File: src/rtl/hamming_dm_engine.sv
// SECDED (16,11) Hamming engine: walks NUM_MSG messages in data memory, encoding or decoding each.
// Optional error counters (sec_cnt/ded_cnt) are built when HAMMING_ERR_COUNT_EN is defined.
module hamming_dm_engine #(
    parameter int ADDR_W  = 8,
    parameter int NUM_MSG = 15,
    parameter int ENC_SRC = 0,
    parameter int ENC_DST = 30,
    parameter int DEC_SRC = 30,
    parameter int DEC_DST = 0
) (
    input  logic              CLK,
    input  logic              Reset,
    input  logic              start,
    input  logic              mode,
    output logic              halt,
    output logic              busy,
    output logic [ADDR_W-1:0] mem_addr,
    output logic              mem_wr_en,
    output logic [7:0]        mem_wr_data,
    input  logic [7:0]        mem_rd_data
`ifdef HAMMING_ERR_COUNT_EN
    ,
    output logic [7:0]        sec_cnt,
    output logic [7:0]        ded_cnt
`endif
);

    localparam logic [2:0] IDLE  = 3'd0;
    localparam logic [2:0] RD_LO = 3'd1;
    localparam logic [2:0] RD_HI = 3'd2;
    localparam logic [2:0] CAPT  = 3'd3;
    localparam logic [2:0] COMP  = 3'd4;
    localparam logic [2:0] WR_LO = 3'd5;
    localparam logic [2:0] WR_HI = 3'd6;
    localparam logic [2:0] DONE  = 3'd7;

    logic [2:0]        state;
    logic [ADDR_W-1:0] idx;
    logic              mode_q;
    logic [7:0]        lo_q;
    logic [7:0]        hi_q;
    logic [15:0]       result;

    logic [ADDR_W-1:0] src_base;
    logic [ADDR_W-1:0] dst_base;
    logic [ADDR_W-1:0] offset;

    assign src_base = mode_q ? ADDR_W'(DEC_SRC) : ADDR_W'(ENC_SRC);
    assign dst_base = mode_q ? ADDR_W'(DEC_DST) : ADDR_W'(ENC_DST);
    assign offset   = {idx[ADDR_W-2:0], 1'b0};
    assign busy     = (state != IDLE) && (state != DONE);

    // Encoder: scatter d[11:1] into the non-power-of-two positions, then fill parity.
    logic [10:0] enc_d;
    logic [15:0] enc_base;
    logic        p1, p2, p4, p8, p0;
    logic [15:0] enc_w;

    assign enc_d    = {hi_q[2:0], lo_q};
    assign enc_base = {enc_d[10:4], 1'b0, enc_d[3:1], 1'b0, enc_d[0], 3'b000};
    assign p1       = ^(enc_base & 16'hAAA8);
    assign p2       = ^(enc_base & 16'hCCC8);
    assign p4       = ^(enc_base & 16'hF0E0);
    assign p8       = ^(enc_base & 16'hFE00);
    assign p0       = (^enc_base) ^ p1 ^ p2 ^ p4 ^ p8;
    assign enc_w    = enc_base | {7'b0, p8, 3'b000, p4, 1'b0, p2, p1, p0};

    logic [15:0] dec_w;
    logic [3:0]  syn;
    logic        q;
    logic [1:0]  status;
    logic [15:0] fixed;
    logic [15:0] dec_result;

    assign dec_w  = {hi_q, lo_q};
    assign syn    = {^(dec_w & 16'hFF00), ^(dec_w & 16'hF0F0),
                     ^(dec_w & 16'hCCCC), ^(dec_w & 16'hAAAA)};
    assign q      = ^dec_w;
    assign status = q ? 2'b01 : ((syn != 4'd0) ? 2'b10 : 2'b00);
    // A single error at position 0 needs no data fix; double errors pass through untouched.
    assign fixed  = (q && (syn != 4'd0)) ? (dec_w ^ (16'h1 << syn)) : dec_w;
    assign dec_result = {status, 3'b000, fixed[15:13],
                         fixed[12:9], fixed[7:5], fixed[3]};

    // NOTE: every output gets a default before the case so no latch is inferred.
    always_comb begin
        mem_addr    = '0;
        mem_wr_en   = 1'b0;
        mem_wr_data = '0;
        case (state)
            RD_LO: mem_addr = src_base + offset;
            RD_HI: mem_addr = src_base + offset + ADDR_W'(1);
            WR_LO: begin
                mem_wr_en   = 1'b1;
                mem_addr    = dst_base + offset;
                mem_wr_data = result[7:0];
            end
            WR_HI: begin
                mem_wr_en   = 1'b1;
                mem_addr    = dst_base + offset + ADDR_W'(1);
                mem_wr_data = result[15:8];
            end
            default: ;
        endcase
    end

    // NOTE: sequential state uses non-blocking assignments so all registers update together.
    always_ff @(posedge CLK or posedge Reset) begin
        if (Reset) begin
            state   <= IDLE;
            idx     <= '0;
            mode_q  <= 1'b0;
            halt    <= 1'b0;
            lo_q    <= '0;
            hi_q    <= '0;
            result  <= '0;
`ifdef HAMMING_ERR_COUNT_EN
            sec_cnt <= '0;
            ded_cnt <= '0;
`endif
        end else begin
            case (state)
                IDLE, DONE: begin
                    if (start) begin
                        mode_q  <= mode;
                        idx     <= '0;
                        halt    <= 1'b0;
                        state   <= RD_LO;
`ifdef HAMMING_ERR_COUNT_EN
                        sec_cnt <= '0;
                        ded_cnt <= '0;
`endif
                    end else if (state == DONE) begin
                        halt <= 1'b1;
                    end
                end
                RD_LO: state <= RD_HI;
                RD_HI: begin
                    lo_q  <= mem_rd_data;
                    state <= CAPT;
                end
                CAPT: begin
                    hi_q  <= mem_rd_data;
                    state <= COMP;
                end
                COMP: begin
                    result <= mode_q ? dec_result : enc_w;
`ifdef HAMMING_ERR_COUNT_EN
                    if (mode_q && (status == 2'b01) && (sec_cnt != 8'hFF))
                        sec_cnt <= sec_cnt + 8'd1;
                    if (mode_q && (status == 2'b10) && (ded_cnt != 8'hFF))
                        ded_cnt <= ded_cnt + 8'd1;
`endif
                    state <= WR_LO;
                end
                WR_LO: state <= WR_HI;
                WR_HI: begin
                    if (idx == ADDR_W'(NUM_MSG - 1)) begin
                        state <= DONE;
                    end else begin
                        idx   <= idx + ADDR_W'(1);
                        state <= RD_LO;
                    end
                end
                default: state <= IDLE;
            endcase
        end
    end

endmodule

File: config.mk
export PLATFORM = sky130hd
export DESIGN_NAME = hamming_dm_engine
export DESIGN_NICKNAME = d
export VERILOG_FILES = /design/src/rtl/hamming_dm_engine.sv
export SDC_FILE = /design/constraint.sdc
export NUM_CORES = 1
export LEC_CHECK = 0
export CAP_MARGIN = 10
export CELL_PAD_IN_SITES_DETAIL_PLACEMENT = 0
export CELL_PAD_IN_SITES_GLOBAL_PLACEMENT = 2
export CORE_UTILIZATION = 23
export DETAILED_ROUTE_END_ITERATION = 8
export HOLD_SLACK_MARGIN = 0.1
export MAX_ROUTING_LAYER = met4
export PLACE_DENSITY = 0.59
export SYNTH_ARGS = -nofsm -noshare
export SYNTH_HDL_FRONTEND = slang
export SYNTH_SLANG_ARGS = --single-unit
File: constraint.sdc
create_clock -name CLK -period 3.3 [get_ports CLK]
set_input_delay 0.495 -clock CLK [delete_from_list [all_inputs] [get_ports CLK]]
set_output_delay 0.495 -clock CLK [all_outputs]
set_load 0.01 [all_outputs]
## Word-level counts from Yosys, hierarchy flattened

Index checks and enable logic that the tools add are counted.
W data, S select, Z words.

| storage, ports and cells | value |
|---|---|
| register bits | 45 |
| bits of input ports | 12 |
| output and inout port bits | 19 |
| word-level logic and storage cells | 69 |

| cells by class | value |
|---|---|
| add/subtract/negate cells | 5 |
| eq/ne operators | 11 |
| shift operators | 1 |
| muxes and demuxes | 17 |
| bitwise operators | 6 |
| reduce and logical (&&, ||, !) cells | 22 |

Operators with widths:

| operator | number |
|---|---|
| $reduce_xor A16 Y1 | 10 |
| $mux W16 | 2 |
| $pmux W8 S2 | 2 |
| $pmux W8 S4 | 1 |
| $add A8 B1 Y8 const B | 3 |
| $pmux W3 S7 | 1 |
| $add A5 B8 Y8 | 2 |
| $mux W8 | 2 |
| $or A16 B9 Y16 | 1 |
| $shl A1 B4 Y16 const A | 1 |
| $xor A16 B16 Y16 | 1 |
| $eq A3 B3 Y1 const B | 4 |
| $mux W5 | 2 |
| $eq A8 B4 Y1 const B | 1 |
| $eq A3 B2 Y1 const B | 2 |
| $mux W3 | 2 |
| $mux W2 | 2 |
| $ne A2 B2 Y1 const B | 2 |
| $reduce_and A2 Y1 | 2 |
| $reduce_bool A2 Y1 | 2 |
| $reduce_bool A4 Y1 | 1 |
| $reduce_or A2 Y1 | 2 |
| $xor A1 B1 Y1 | 4 |
| $eq A3 B1 Y1 const B | 1 |
| other kinds (6) | 9 |

## Longest topological paths before layout

Gate-level depths: netlist (run 1).

| logic depth | value |
|---|---|
| word-level depth | 7 |
| depth in mapped cells | 10 |
| depth with buffers taken out | 9 |

## Worst setup path after synthesis (run 1)

No wires, ideal clock.

| timing | value |
|---|---|
| path kind | flip-flop to output port |
| start point | reg mode_q |
| end point | out mem_addr[7] |
| arrival | 2.257 ns |
| data required time | 2.805 ns |
| path slack | 0.548 ns |
| stages on the path, launching flop included | 11 |
| buffers on the path | 1 |
| cell sequence | dfrtp_1 -> clkbuf_1 -> inv_1 -> ha_1 -> inv_1 -> fa_1 -> nor2b_1 -> o21ai_0 -> a311oi_1 -> xnor2_1 -> nor2_1 |

| on the way | value |
|---|---|
| longest elaborated chain between the ends | 4 |
| elaborated cells between the ends (all ways) | 7 |
| those cells by class | add/sub: 4; mux: 3 |

Ends and longest elaborated chain:

| what | line | RTL |
|---|---|---|
| from (decl) | 39 | `logic mode_q;` |
| from (signal assigned) | 125 | `mode_q <= mode;` |
| $mux W5 (on tied branches) | 49, 48 |  |
| $add A5 B8 Y8 (on tied branches) | n/a |  |
| $add A8 B1 Y8 (on tied branches) | 100, 92 |  |
| $pmux W8 S4 * | 90 | `case (state)` |
| to (decl) | 17 | `output logic [ADDR_W-1:0] mem_addr,` |

Every way passes the cells marked *; elsewhere a longest branch is shown, timed or not.

## Final worst setup path (run 1)

| timing | value |
|---|---|
| start point | reg idx[1] |
| end point | out mem_addr[7] |

| on the way | value |
|---|---|
| longest elaborated chain between the ends | 3 |
| elaborated cells between the ends (all ways) | 5 |
| those cells by class | add/sub: 4; mux: 1 |

Ends and longest elaborated chain:

| what | line | RTL |
|---|---|---|
| from (decl) | 38 | `logic [ADDR_W-1:0] idx;` |
| from (signal assigned) | 161 | `idx <= idx + ADDR_W'(1);` |
| $add A5 B8 Y8 (on tied branches) | n/a |  |
| $add A8 B1 Y8 (on tied branches) | 100, 92 |  |
| $pmux W8 S4 * | 90 |  |

Marked as above.

==> results of run 1 <==
-- tightest hold or removal path: stages, from the launching register on --
cell     delay [ns]
dfrtp_1        0.34
nand2_1        0.04
o21ai_0        0.06
-- cells in the mapped netlist (2+ instances only) --
library cell,n,area (um2)
or3_1,2,12.5
nor3_1,5,25.0
nand3_1,17,85.1
xor2_2,2,32.5
inv_1,10,37.5
fa_1,2,40.0
nand2b_1,4,25.0
xnor2_2,7,114
mux2i_1,2,20.0
o21ai_0,9,45.0
nor2_1,26,97.6
a221oi_1,2,17.5
and2_1,2,12.5
ha_1,10,125
o221ai_1,4,35.0
xor2_1,12,105
nor3b_1,5,37.5
buf_2,2,10.0
a221oi_2,9,135
nor2b_1,4,25.0
a211oi_1,2,15.0
nand4_1,2,12.5
o21ai_1,6,30.0
a311oi_1,4,35.0
dfrtp_1,45,1130
a21oi_1,18,90.1
xnor2_1,46,403
o21bai_1,2,15.0
a22oi_1,8,60.1
nand2_1,19,71.3
mux2_2,17,191
or3_4,3,33.8
clkbuf_1,12,45.0
-- kinds of logic after synthesis --
kind of cell / after synthesis / synth area share [%]
DFF: 45 / 33.9
AOI/OAI and AO/OA: 71 / 16.0
xor gates and xnor gates: 69 / 21.2
adders and majority gates: 12 / 4.97
and+or+nand+nor: 92 / 14.2
muxes: 19 / 6.36
buffers and inverters: 27 / 3.46
-- flip-flops by register name, summed over array words and instances, names as in the netlist --
register and count:
lo_q 8, result 16, mode_q 1, state 3
idx 8, halt 1, hi_q 8
-- routing by layer --
metal / GRT usage, % / wire length, um / up-vias
met5: - / 0 / -
li1: - / - / 1248
met2: 17.7 / 3700 / 44
met3: 1.81 / 282 / 4
met4: 2.29 / 56 / 0
met1: 19.6 / 4710 / 1231
-- layout make-up --
type                       count  area (um2)  area share, %
sequential                    45        1130           28.0
inverter                      11        41.3           1.02
timing repair buffer          39         368           9.13
tap                          180         225           5.59
clock buffer                   7         143           3.54
clock inverter                 1        30.0          0.745
multi-input combinational    263        2090           52.0
-- what timing repair did --
item	in CTS	in global routing
setup endpoints to repair	0	2
gates resized for setup	0	3
hold endpoints to repair	0	0
-- stage by stage --
| step | std cells | worst slack (ns) | util (%) |
|---|---|---|---|
| floorplan | 335 | 0.548 | - |
| global placement | 538 | 0.412 | 27.5 |
| detailed placement | 538 | 0.370 | 27.5 |
| CTS | 546 | 0.0591 | 28.7 |
| global route | 546 | 0.00159 | 28.8 |
| finish | 546 | 0.156 | 28.8 |
-- worst max-delay path by stage --
stage	end	from	cells past startpoint	slack (ns)
after global routing	mem_addr[7]	mode_q	10	0.002
after CTS	mem_addr[7]	idx[0]	9	0.06
after detailed placement	mem_addr[7]	idx[0]	9	0.37
after global placement	mem_addr[7]	idx[0]	9	0.41
after floorplan	mem_addr[7]	mode_q	10	0.55
final	mem_addr[7]	idx[1]	8	0.16
==> summary.md, run 1 <==
| Metric | Value |
|---|---|
| Starting density of the core | `a little under a quarter` |
| Core area | `about 14,000 um2` |
| Minimum clock period | `3.14 ns` |
| Fraction of layout cells with a size suffix above 1 | `between 10% and 20%` |
| Gpl congestion | `roughly 0.8` |
| Kind of cell adding the most delay to the critical path | `buffers and inverters` |
| First-pass GRT wire length | `between 10,000 and 15,000 um` |
| Clk slew on worst S/H paths | `around 0.06 ns` |
| Commonest non-fill, non-tap cell in the layout | `xnor2_1` |
| Chip width | `around 120 um` |
| WHS | `around 0.48 ns` |
| Worst path max stage delay | `0.54 ns` |
| WHS Endpoint | `result[14]` |
| Ys async rst share | `100%` |
| Fin crit share | `between 90% and 100%` |
| DRT antenna net count | `0` |
| Max_slew headroom | `33.5%` |
| Initial DRC count | `roughly 160` |
| Hold Buf Count CTS | `0` |
| Cell Area, Synth | `approximately 3300 um2` |
| Die Y | `between 100 and 150 um` |
| DRC viols | `0` |
| Die ar. | `about 15,000 um2` |
| Final Hold Violating Endpoints | `0` |
| Worst-margin pin slew | `0.996 ns` |
| Drt pass-1 iters | `4` |
| #FFs+latches synth | `45` |
| H-tree Lvls | `2` |
| Crit path buf inv count | `2` |
| CTS Buf Count | `5` |
| R2R depth | `6` |
| Design area | `between 4000 and 5000 um2` |
| Number of global-route vias before repair | `around 2,500` |
| Overall overflow remaining after global route | `0` |
| Worst path cell trace | `inv_1 > fa_1 > nor2b_1 > o21ai_0 > a311oi_2 > xnor2_1 > nor2_1 > clkdlybuf4s50_1` |
| Buffers on Ports | `30` |
| Synth Warn # | `0` |
| Worst reg2reg endpoint | `result[15]` |
| Worst setup EP type | `output port` |
| RSZ-0062 raised after global routing | `false` |
| HP Class | `flop to flop` |
| Longest Clk Path Bufs | `2` |
| Area after DPL | `just under 4000 um2` |
| Max-slew violations | `0` |
| Reg2reg start | `lo_q[5]` |
| Worst setup SP type | `flop` |
| Min-delay src | `result[14]` |
| Area Overhead vs Synth | `21.2%` |
| Setup bufs post-CTS | `0` |
| Status | `complete, no violations` |
| Vias/cell | `between 4 and 5` |
| Worst Hold Path Cells | `2` |
| Reg2Reg Setup Slack | `0.84 ns` |
| Syn_area_per_cell | `9.92 um2` |
| Routed length per instance | `between 15 and 20 um` |
| Clock sink count | `45` |
| Setup TNS | `0 ns` |
| Final Setup Violations | `0` |
| Clock Latency Late Sink | `roughly 0.28 ns` |
| I/O pin cnt | `31` |
| Commonest cells after routing, fill and taps aside | `46 x xnor2_1, 44 x dfrtp_1, 30 x clkdlybuf4s50_1` |
| Ys flop type | `dfrtp_1` |
| Maximum capacitance violations | `0` |
| Post-synthesis sequential area ratio | `33.9%` |
| Via count | `about 2,500` |
| DP HPWL | `6730 um` |
| Initial antenna violation count | `0` |
| Crit Path Category | `flop to output port` |
| Number of synthesized flops with an enable pin | `0` |
| Syn nets | `about 360` |
| Diode count | `0` |
| Slowest CP cell | `clkdlybuf4s50_1` |
| Distinct cell type count after synthesis | `between 40 and 50` |
| Critical Path AT | `between 2 and 3 ns` |
| Row count | `between 40 and 50` |
| Final #Nets | `roughly 390` |
| Max Clk Rate | `0.318 GHz` |
| Root Driver | `clkbuf_16` |
| Final Skew | `between 0.004 and 0.005 ns` |
| Total GRT Usage | `12.8%` |
| Largest net degree at the start of global routing | `46` |
| CTS tree | `done` |
| Worst endpoint required time | `around 2.8 ns` |
| Syn Inst Count | `between 300 and 400` |
| # fillers | `approximately 1,500` |
| WL final | `about 8700 um` |
| Crit-path max FO | `8` |
Power of run 1 is left out: the tool's default activity adds up to more than one toggle a clock period on the data nets, which glitch-free logic cannot reach.
==> run 2: changes to the inputs <==
--- a/config.mk
+++ b/config.mk
@@ -8,11 +8,12 @@
 export CAP_MARGIN = 10
 export CELL_PAD_IN_SITES_DETAIL_PLACEMENT = 0
 export CELL_PAD_IN_SITES_GLOBAL_PLACEMENT = 2
-export CORE_UTILIZATION = 23
+export CORE_UTILIZATION = 37
 export DETAILED_ROUTE_END_ITERATION = 8
 export HOLD_SLACK_MARGIN = 0.1
 export MAX_ROUTING_LAYER = met4
-export PLACE_DENSITY = 0.59
+export PLACE_DENSITY = 0.85
+export SLEW_MARGIN = 20
 export SYNTH_ARGS = -nofsm -noshare
 export SYNTH_HDL_FRONTEND = slang
 export SYNTH_SLANG_ARGS = --single-unit
==> run 2 against run 1 <==
Compared with the run above: sequential cell count stayed put; wire length is 13% lower; count of clock-buffer cells in the layout is 2 lower; global-route usage is 4.9 points higher; clock skew is 0.00062 ns higher; worst hold slack better by 0.0058 ns.
==> summary.md, run 2 (synthesis gave the netlist of run 1 again) <==
| Metric | Value |
|---|---|
| Status | `complete, no violations` |
| Max Clk Rate | `0.324 GHz (+1.8%)` |
| Reg2reg start | `hi_q[1]` |
| DP HPWL | `5950 um (-12%)` |
| H-tree Lvls | `2 (unchanged)` |
| Crit Path Category | `flop to output port` |
| Overall overflow remaining after global route | `0 (unchanged)` |
| Longest Clk Path Bufs | `2 (unchanged)` |
| Final Skew | `0.00544 ns (+0.000618 ns)` |
| Largest net degree at the start of global routing | `27 (-41%)` |
| Max_slew headroom | `39.9% (+6.4 points)` |
| Final Setup Violations | `0 (unchanged)` |
| I/O pin cnt | `31 (unchanged)` |
| CTS tree | `done` |
| Clock sink count | `45 (unchanged)` |
| R2R depth | `6 (unchanged)` |
| Crit-path max FO | `3 (-5)` |
| RSZ-0062 raised after global routing | `false` |
| End point of the critical path | `mem_addr[5]` |
| Total GRT Usage | `17.7% (+4.9 points)` |
| Die ar. | `9370 um2 (-37%)` |
| Die Y | `96.8 um (-21%)` |
| Row count | `34 (-21%)` |
| Core area | `8720 um2 (-38%)` |
| Worst path max stage delay | `0.54 ns (about the same)` |
| Critical Path AT | `2.59 ns (-0.06 ns)` |
| Commonest non-fill, non-tap cell in the layout | `xnor2_1` |
| Max reg flops | `16 (unchanged)` |
| First-pass GRT wire length | `13,000 um (-8.9%)` |
| Clock Latency Late Sink | `0.30 ns (+0.02 ns)` |
| Initial antenna violation count | `0 (unchanged)` |
| Worst reg2reg endpoint | `result[15]` |
| Reg2Reg Setup Slack | `0.89 ns (+0.05 ns)` |
| WP depth | `10 (+2)` |
| Fin crit share | `93.6% (-1.7 points)` |
| Via count | `2,530 (+0.12%)` |
| Setup TNS | `0 ns (unchanged)` |
| DRC viols | `0 (unchanged)` |
| CTS Buf Count | `5 (unchanged)` |
| DRT antenna net count | `0 (unchanged)` |
| Vias/cell | `5.30 (+15%)` |
| Commonest cells after routing, fill and taps aside | `46 x xnor2_1, 43 x dfrtp_1, 29 x clkdlybuf4s50_1` |
| Critical Path Start | `mode_q` |
| Crit path buf inv count | `2 (unchanged)` |
| Clk slew on worst S/H paths | `0.09 ns (+0.03 ns)` |
| Maximum capacitance violations | `0 (unchanged)` |
| Chip width | `96.8 um (-21%)` |
| Slowest CP cell | `clkdlybuf4s50_1` |
| Root Driver | `clkbuf_8` |
| Worst endpoint required time | `2.80 ns (about the same)` |
| Buffers on Ports | `30 (unchanged)` |
| HP Class | `flop to flop` |
| Number of global-route vias before repair | `2,429 (-2.8%)` |
| Diode count | `0 (unchanged)` |
| Kind of cell adding the most delay to the critical path | `buffers and inverters` |
| Routed length per instance | `15.9 um (-0.63%)` |
| Largest register by flop count | `result` |
| Drt pass-1 iters | `4 (unchanged)` |
| Fraction of layout cells with a size suffix above 1 | `17.6% (+0.68 points)` |
| Final #Nets | `392 (+0.77%)` |
| Starting density of the core | `38.1% (+14 points)` |
| Gpl congestion | `0.841 (+5.4%)` |
| Initial DRC count | `141 (-14%)` |
| Worst setup SP type | `flop` |
| Final Hold Violating Endpoints | `0 (unchanged)` |
| # fillers | `817 (-45%)` |
| Worst-margin pin slew | `0.896 ns (-0.100 ns)` |
| Hold Buf Count CTS | `0 (unchanged)` |
| Max-slew violations | `0 (unchanged)` |
| Minimum clock period | `3.09 ns (-0.0561 ns)` |
| Area Overhead vs Synth | `16.6%` |
| Worst path cell trace | `buf_4 > ha_1 > fa_1 > nand2b_1 > a21oi_1 > nor3_2 > a31oi_1 > xnor2_1 > nor2_1 > clkdlybuf4s50_1` |
| WL final | `7600 um (-13%)` |
| Worst setup EP type | `output port` |
run 2: cell types whose count changed in the layout (fill, tap and decap cells not counted), sizes merged:
cell,change
clkbuf,-2
clkdlybuf4s50,-1
buf,+3
bufinv,-1
clkinv,+2
dlymetal6s2s,+1
clkinvlp,+1
run 2: how the worst min path moves through the flow:
stage,startpoint,to,slack (ns),cells past startpoint
4_1_cts,result[14],result[14],0.49,2
3_5_place_dp,result[14],result[14],0.47,2
5_1_grt,result[14],result[14],0.53,2
3_3_place_gp,result[14],result[14],0.46,2
6_report,result[14],result[14],0.49,2
2_1_floorplan,result[11],result[11],0.45,2
run 2: metal layers:
metal / vias up / global-route usage [%] / part of all wire, %
met1: 1221 / 26.9 / 51
li1: 1252 / - / -
met3: 7 / 2.31 / 3.7
met4: 0 / 4.02 / 0.95
met2: 50 / 24.9 / 44
met5: - / - / 0
run 2: repair_timing:
action / 4_1_cts / 5_1_grt
buffers inserted: 2 / 0
gates resized for setup: 1 / 3
pin swaps: 1 / 1
endpoints found under the setup margin: 2 / 2
run 2: layout make-up:
type	count	area, um2	share of cell area, %
Clock buffer	5	68.8	1.78
Clock inverter	3	21.3	0.549
Inverter	11	41.3	1.07
Multi-Input combinational cell	263	2090	53.9
Sequential cell	45	1130	29.1
Tap cell	108	135	3.49
Timing Repair Buffer	42	393	10.1
run 2: per-stage QoR:
stage               util (%)  instance area [um2]  setup WS, ns  hold slack [ns]  instances
floorplan                  -                 3320         0.548            0.450        335
global placement        43.1                 3760         0.294            0.461        467
detailed placement      43.1                 3760         0.235            0.470        467
CTS                     44.3                 3870        0.0477            0.491        477
global route            44.4                 3880        0.0182            0.525        477
finish                  44.4                 3880         0.212            0.485        477
run 2: worst register-to-register path, cell delays in order, from the launching register on:
cell,delay [ns]
dfrtp_1,0.50
xnor2_2,0.29
xnor3_2,0.43
xor2_2,0.45
a311oi_1,0.17
a211oi_1,0.35
nor3_1,0.10
Power of run 2 is left out for the same reason.
==> run 3: changes to the inputs <==
--- a/config.mk
+++ b/config.mk
@@ -5,6 +5,7 @@
 export SDC_FILE = /design/constraint.sdc
 export NUM_CORES = 1
 export LEC_CHECK = 0
+export ABC_CLOCK_PERIOD_IN_PS = 3300
 export CAP_MARGIN = 10
 export CELL_PAD_IN_SITES_DETAIL_PLACEMENT = 0
 export CELL_PAD_IN_SITES_GLOBAL_PLACEMENT = 2
==> results of run 3 <==
No change in the layout: final DEF, timing and power equal those of run 2.
Power of run 3 is left out for the same reason.
